==> config.mk <==
export PLATFORM = sky130hd
export DESIGN_NAME = sync_fifo_fwft
export DESIGN_NICKNAME = d
export VERILOG_FILES = /design/src/rtl/sync_fifo_fwft.sv
export SDC_FILE = /design/constraint.sdc
export NUM_CORES = 1
export LEC_CHECK = 0
export CORE_MARGIN = 4
export CORE_UTILIZATION = 50
export DETAILED_ROUTE_END_ITERATION = 16
export HOLD_SLACK_MARGIN = 0.06
export PLACE_DENSITY = 0.72
export REMOVE_ABC_BUFFERS = 1
export SLEW_MARGIN = 20
export SYNTH_ARGS = -nofsm -noshare
export SYNTH_HDL_FRONTEND = slang
export SYNTH_SLANG_ARGS = --single-unit
==> constraint.sdc <==
create_clock -name clk -period 8.1 [get_ports clk]
set_clock_uncertainty 0.1 [all_clocks]
set_input_delay 1.215 -clock clk [delete_from_list [all_inputs] [get_ports clk]]
set_output_delay 1.215 -clock clk [all_outputs]
set_load 0.02 [all_outputs]
==> src/rtl/sync_fifo_fwft.sv <==
// Single-clock FIFO with selectable first-word-fall-through, occupancy level,
// almost-full/empty thresholds, synchronous flush and sticky error flags.
module sync_fifo_fwft #(
    parameter int DSIZE     = 66,
    parameter int ASIZE     = 3,
    parameter int AF_THRESH = 6,
    parameter int AE_THRESH = 1,
    parameter int FWFT      = 1
) (
    input  logic             clk,
    input  logic             rst_n,
    input  logic             flush,
    input  logic             clr_err,
    input  logic             winc,
    input  logic [DSIZE-1:0] wdata,
    output logic             wfull,
    output logic             almost_full,
    input  logic             rinc,
    output logic [DSIZE-1:0] rdata,
    output logic             rempty,
    output logic             almost_empty,
    output logic [ASIZE:0]   level,
    output logic             overflow,
    output logic             underflow
);

    localparam int DEPTH = 1 << ASIZE;
    localparam logic [ASIZE:0] DEPTH_L = (ASIZE+1)'(DEPTH);
    localparam logic [ASIZE:0] AF_L    = (ASIZE+1)'(AF_THRESH);
    localparam logic [ASIZE:0] AE_L    = (ASIZE+1)'(AE_THRESH);

    if (AF_THRESH < 1 || AF_THRESH > DEPTH) begin : g_bad_af
        $error("sync_fifo_fwft: AF_THRESH out of range");
    end
    if (AE_THRESH < 0 || AE_THRESH > DEPTH - 1) begin : g_bad_ae
        $error("sync_fifo_fwft: AE_THRESH out of range");
    end

    logic [DSIZE-1:0] mem [DEPTH];
    logic [ASIZE:0]   wptr, rptr, level_nxt;
    logic [ASIZE-1:0] waddr, raddr;
    logic [DSIZE-1:0] rdata_q;
    logic             wr_ok, rd_ok;

    assign waddr = wptr[ASIZE-1:0];
    assign raddr = rptr[ASIZE-1:0];
    // Acceptance uses registered flags, so a full FIFO never passes a write through.
    assign wr_ok = winc && !wfull  && !flush;
    assign rd_ok = rinc && !rempty && !flush;

    always_comb begin
        level_nxt = level + {{ASIZE{1'b0}}, wr_ok} - {{ASIZE{1'b0}}, rd_ok};
    end

    always_ff @(posedge clk) begin
        if (rst_n && wr_ok) mem[waddr] <= wdata;
    end

    always_ff @(posedge clk) begin
        if (!rst_n) begin
            wptr         <= '0;
            rptr         <= '0;
            level        <= '0;
            wfull        <= 1'b0;
            rempty       <= 1'b1;
            almost_full  <= 1'b0;
            almost_empty <= 1'b1;
            overflow     <= 1'b0;
            underflow    <= 1'b0;
            rdata_q      <= '0;
        end else begin
            if (flush) begin
                wptr         <= '0;
                rptr         <= '0;
                level        <= '0;
                wfull        <= 1'b0;
                rempty       <= 1'b1;
                almost_full  <= 1'b0;
                almost_empty <= 1'b1;
            end else begin
                if (wr_ok) wptr <= wptr + 1'b1;
                if (rd_ok) rptr <= rptr + 1'b1;
                level        <= level_nxt;
                wfull        <= (level_nxt == DEPTH_L);
                rempty       <= (level_nxt == '0);
                almost_full  <= (level_nxt >= AF_L);
                almost_empty <= (level_nxt <= AE_L);
            end

            // A fresh error event outranks a simultaneous clear.
            if (winc && wfull && !flush)       overflow <= 1'b1;
            else if (clr_err)                  overflow <= 1'b0;
            if (rinc && rempty && !flush)      underflow <= 1'b1;
            else if (clr_err)                  underflow <= 1'b0;

            // FWFT tracks the head so rdata stays on the last head once empty.
            if (FWFT != 0) begin
                if (!rempty) rdata_q <= mem[raddr];
            end else begin
                if (rd_ok) rdata_q <= mem[raddr];
            end
        end
    end

    assign rdata = (FWFT != 0 && !rempty) ? mem[raddr] : rdata_q;

endmodule

==> flow_metrics.tcl <==
set metrics [dict create \
    status "finished, final reports clean" \
    static_power_due_to_leakage_uw 0.008610 \
    drive_gt1_frac 0.07674 \
    power.density_nw_per_um2 240.8 \
    clock-root-buffer "sky130_fd_sc_hd__clkbuf_16" \
    final_min_period_over_clock_period 0.6210 \
    final.setup.worst_slack_ns 3.070 \
    wl_um 49970 \
    maxClockFrequency_mhz 198.8 \
    postSynth.asyncResetShare 0 \
    rsz0062_at_grt "false" \
    p_total_uw 6669 \
    floorplan.rows 79 \
    period_minus_slack_ns 5.030 \
    worstMarginPinSlew_ns 1.082 \
    worstSkewPairLatency_ns 0.62 \
    cts_setup_buffers 0 \
    type_of_the_worst_setup_path "flip-flop to output port" \
    synth_top_family_by_area "multiplexers" \
    synthDominantCellAreaShare 0.6639 \
    synth_ff_type "sky130_fd_sc_hd__edfxtp_1" \
    grt.overflow.total 0 \
    worst_ir_drop_on_vdd_v 0.0001818 \
    crit_arrival_ns 3.71 \
    synth_compound_gate_area_share 0.07152 \
    die_y_um 226.5 \
    slew_violations 0 \
    count_of_antenna_violating_nets_left_after_detailed_routing 0 \
    initialDrtViolationCount 952 \
    detailedPlace.worstSlack_ns 3.487 \
    initial_core_utilization 0.5097 \
    muxShareOfSynthArea 0.1115 \
    relSlewSlack 0.2788 \
    first_global_vias 13000 \
    timing.max_cap.violations 0 \
    slowest_stage "sky130_fd_sc_hd__buf_12" \
    dominant_cell_type_by_area_after_synthesis "sky130_fd_sc_hd__edfxtp_1" \
    gp_congestion 0.7198 \
    grt_antenna_before_repair 4 \
    ios 148 \
    combined_area_of_the_multi_input_logic_cells_um2 5668 \
    cpPeakStageDelay_ns 0.76 \
    fillCellCount 3537 \
    synth_fa_ha_area_frac 0.003458 \
    grt_max_degree 145 \
    yosysSeqAreaShare 0.7352 \
    synth-warning-count 0 \
    global_route_wire_length_before_repair_um 75410 \
    timing.hold.worst.class "flip-flop to flip-flop" \
    required_time_worst_endpoint_ns 6.78 \
    setup-violations-final 0 \
    critPathCaptureType "output port" \
    synthesis.area_per_instance_um2 15.79 \
    synth_area_leaders "sky130_fd_sc_hd__edfxtp_1 66%, sky130_fd_sc_hd__mux2i_1 11%, sky130_fd_sc_hd__dfxtp_1 7.1%, sky130_fd_sc_hd__a22oi_1 4.1%, sky130_fd_sc_hd__o21ai_1 2.8%" \
    postSynthRegisterBits 613 \
    synth_area_um2 23880 \
    synth_xor_xnor_area_share 0.002567 \
    synthMostInstantiatedCell "sky130_fd_sc_hd__edfxtp_1" \
    remaining_drcs 0 \
    synth_simple_gate_area_share 0.04485 \
    maximum_net_fanout_on_the_critical_path 144 \
    cp_cell_sequence "buf_12 > mux2i_1 > a22oi_1 > nand2_1 > o21ai_1 > clkdlybuf4s50_1" \
    fp.dieW_um 226.5 \
    numCtsBuffers 60 \
    cts-hold-fix-buffers 0 \
    detailed_place_hpwl_um 25210 \
    cts_tree "yes" \
    grtUsageTotal 0.1924 \
    cts_buffer_depth 3 \
    h-tree-depth 2 \
    synth_cell_type_count 34 \
    core_area_um2 46850 \
    nNetsFinal 1720 \
    dr_total_vias 13000 \
    post_route_core_utilization 0.5911 \
    drt-pass1-iter-count 6 \
    ys_top_cells_by_count "528 x sky130_fd_sc_hd__edfxtp_1, 266 x sky130_fd_sc_hd__mux2i_1, 137 x sky130_fd_sc_hd__nand2_1, 132 x sky130_fd_sc_hd__a22oi_1, 132 x sky130_fd_sc_hd__o21ai_1" \
    post_synthesis_cell_count 1512 \
    clk_transition_reported_paths_ns 0.06 \
    avgRoutedWirePerCell_um 21.69 \
    number_of_cells_upsized_or_downsized_after_cts 0 \
    worstSetupStartpointType "flip-flop" \
    hold_violations 0 \
    vias_per_cell 5.644 \
    synthToLayoutAreaGrowth_pct 15.98 \
    synth_edf_count 528 \
    die_area_um2 51320 \
    final-seq-area_um2 17560 \
    portBuffers 147 \
    clkSinkCount 613 \
]
## sequential cells by signal (all words and copies together), names as in the netlist, named ones only
register,flops
almost_empty,1
almost_full,1
level,4
mem,528
overflow,1
rdata_q,66
rempty,1
rptr,3
underflow,1
wfull,1
wptr,3
## power breakdown
part	internal, uW	switching (uW)
registers	3460	23.4
clock network	1680	1150
logic	149	208
total	5290	1380
## logic make-up after synthesis
family          count (synthesis)
xor+xnor                        7
compound gates                272
mux                           266
fa+ha+maj                       6
flops                         613
simple gates                  246
buf+inv                       102
## critical path: cells and delay by family, from the launching register on
family          cells  cell delay (ns)
mux                 1             0.20
buf+inv             2             1.38
flops               1             0.73
simple gates        1             0.14
compound gates      2             0.45
## stage by stage
| step | hold slack [ns] | instance area, um^2 | setup TNS (ns) | std cells |
|---|---|---|---|---|
| after global routing | 0.3922 | 27690 | 0 | 2302 |
| after global placement | 0.3488 | 25630 | 0 | 2187 |
| after detailed placement | 0.3641 | 25650 | 0 | 2187 |
| after CTS | 0.3725 | 27690 | 0 | 2301 |
| final | 0.3720 | 27700 | 0 | 2304 |
| after floorplan | 0.3414 | 23160 | -317.76 | 1415 |
## area by class of cell
type	count	area share
Inverter	5	0.0006776
Clock inverter	28	0.01260
Sequential cell	613	0.6342
Timing Repair Buffer	165	0.05918
Antenna cell	3	0.0002711
Multi-Input combinational cell	797	0.2046
Clock buffer	86	0.06103
Tap cell	607	0.02742
## per-layer routing
metal	track usage	share of wire
met2	0.3193	0.48
met3	0.04259	0.059
met5	0	0.00024
met4	0.04360	0.015
met1	0.2641	0.44
## placed cells by master, fill, tap and decap left out, drive strengths merged, types with 7 or more instances in the layout
cell type / count
dfxtp: 85
nand3: 68
clkinv: 17
edfxtp: 528
a22oi: 132
o21ai: 132
nand2: 137
nor2: 18
inv: 7
clkbuf: 86
clkdlybuf4s50: 146
nand2b: 7
mux2i: 266
buf: 19
bufinv: 7
## path summary, 6_finish.rpt
kind | start | endpoint | slack, ns | cells past startpoint
worst max-delay path | flip-flop | rdata[28] | 3.07 | 6
worst min-delay path | rdata_q[64] | rdata_q[64] | 0.37 | 2
worst max register to register | wfull | mem[3][11] | 4.92 | 4
worst min register to register | rdata_q[64] | rdata_q[64] | 0.37 | 2
Power figures use the tool's default switching activity.
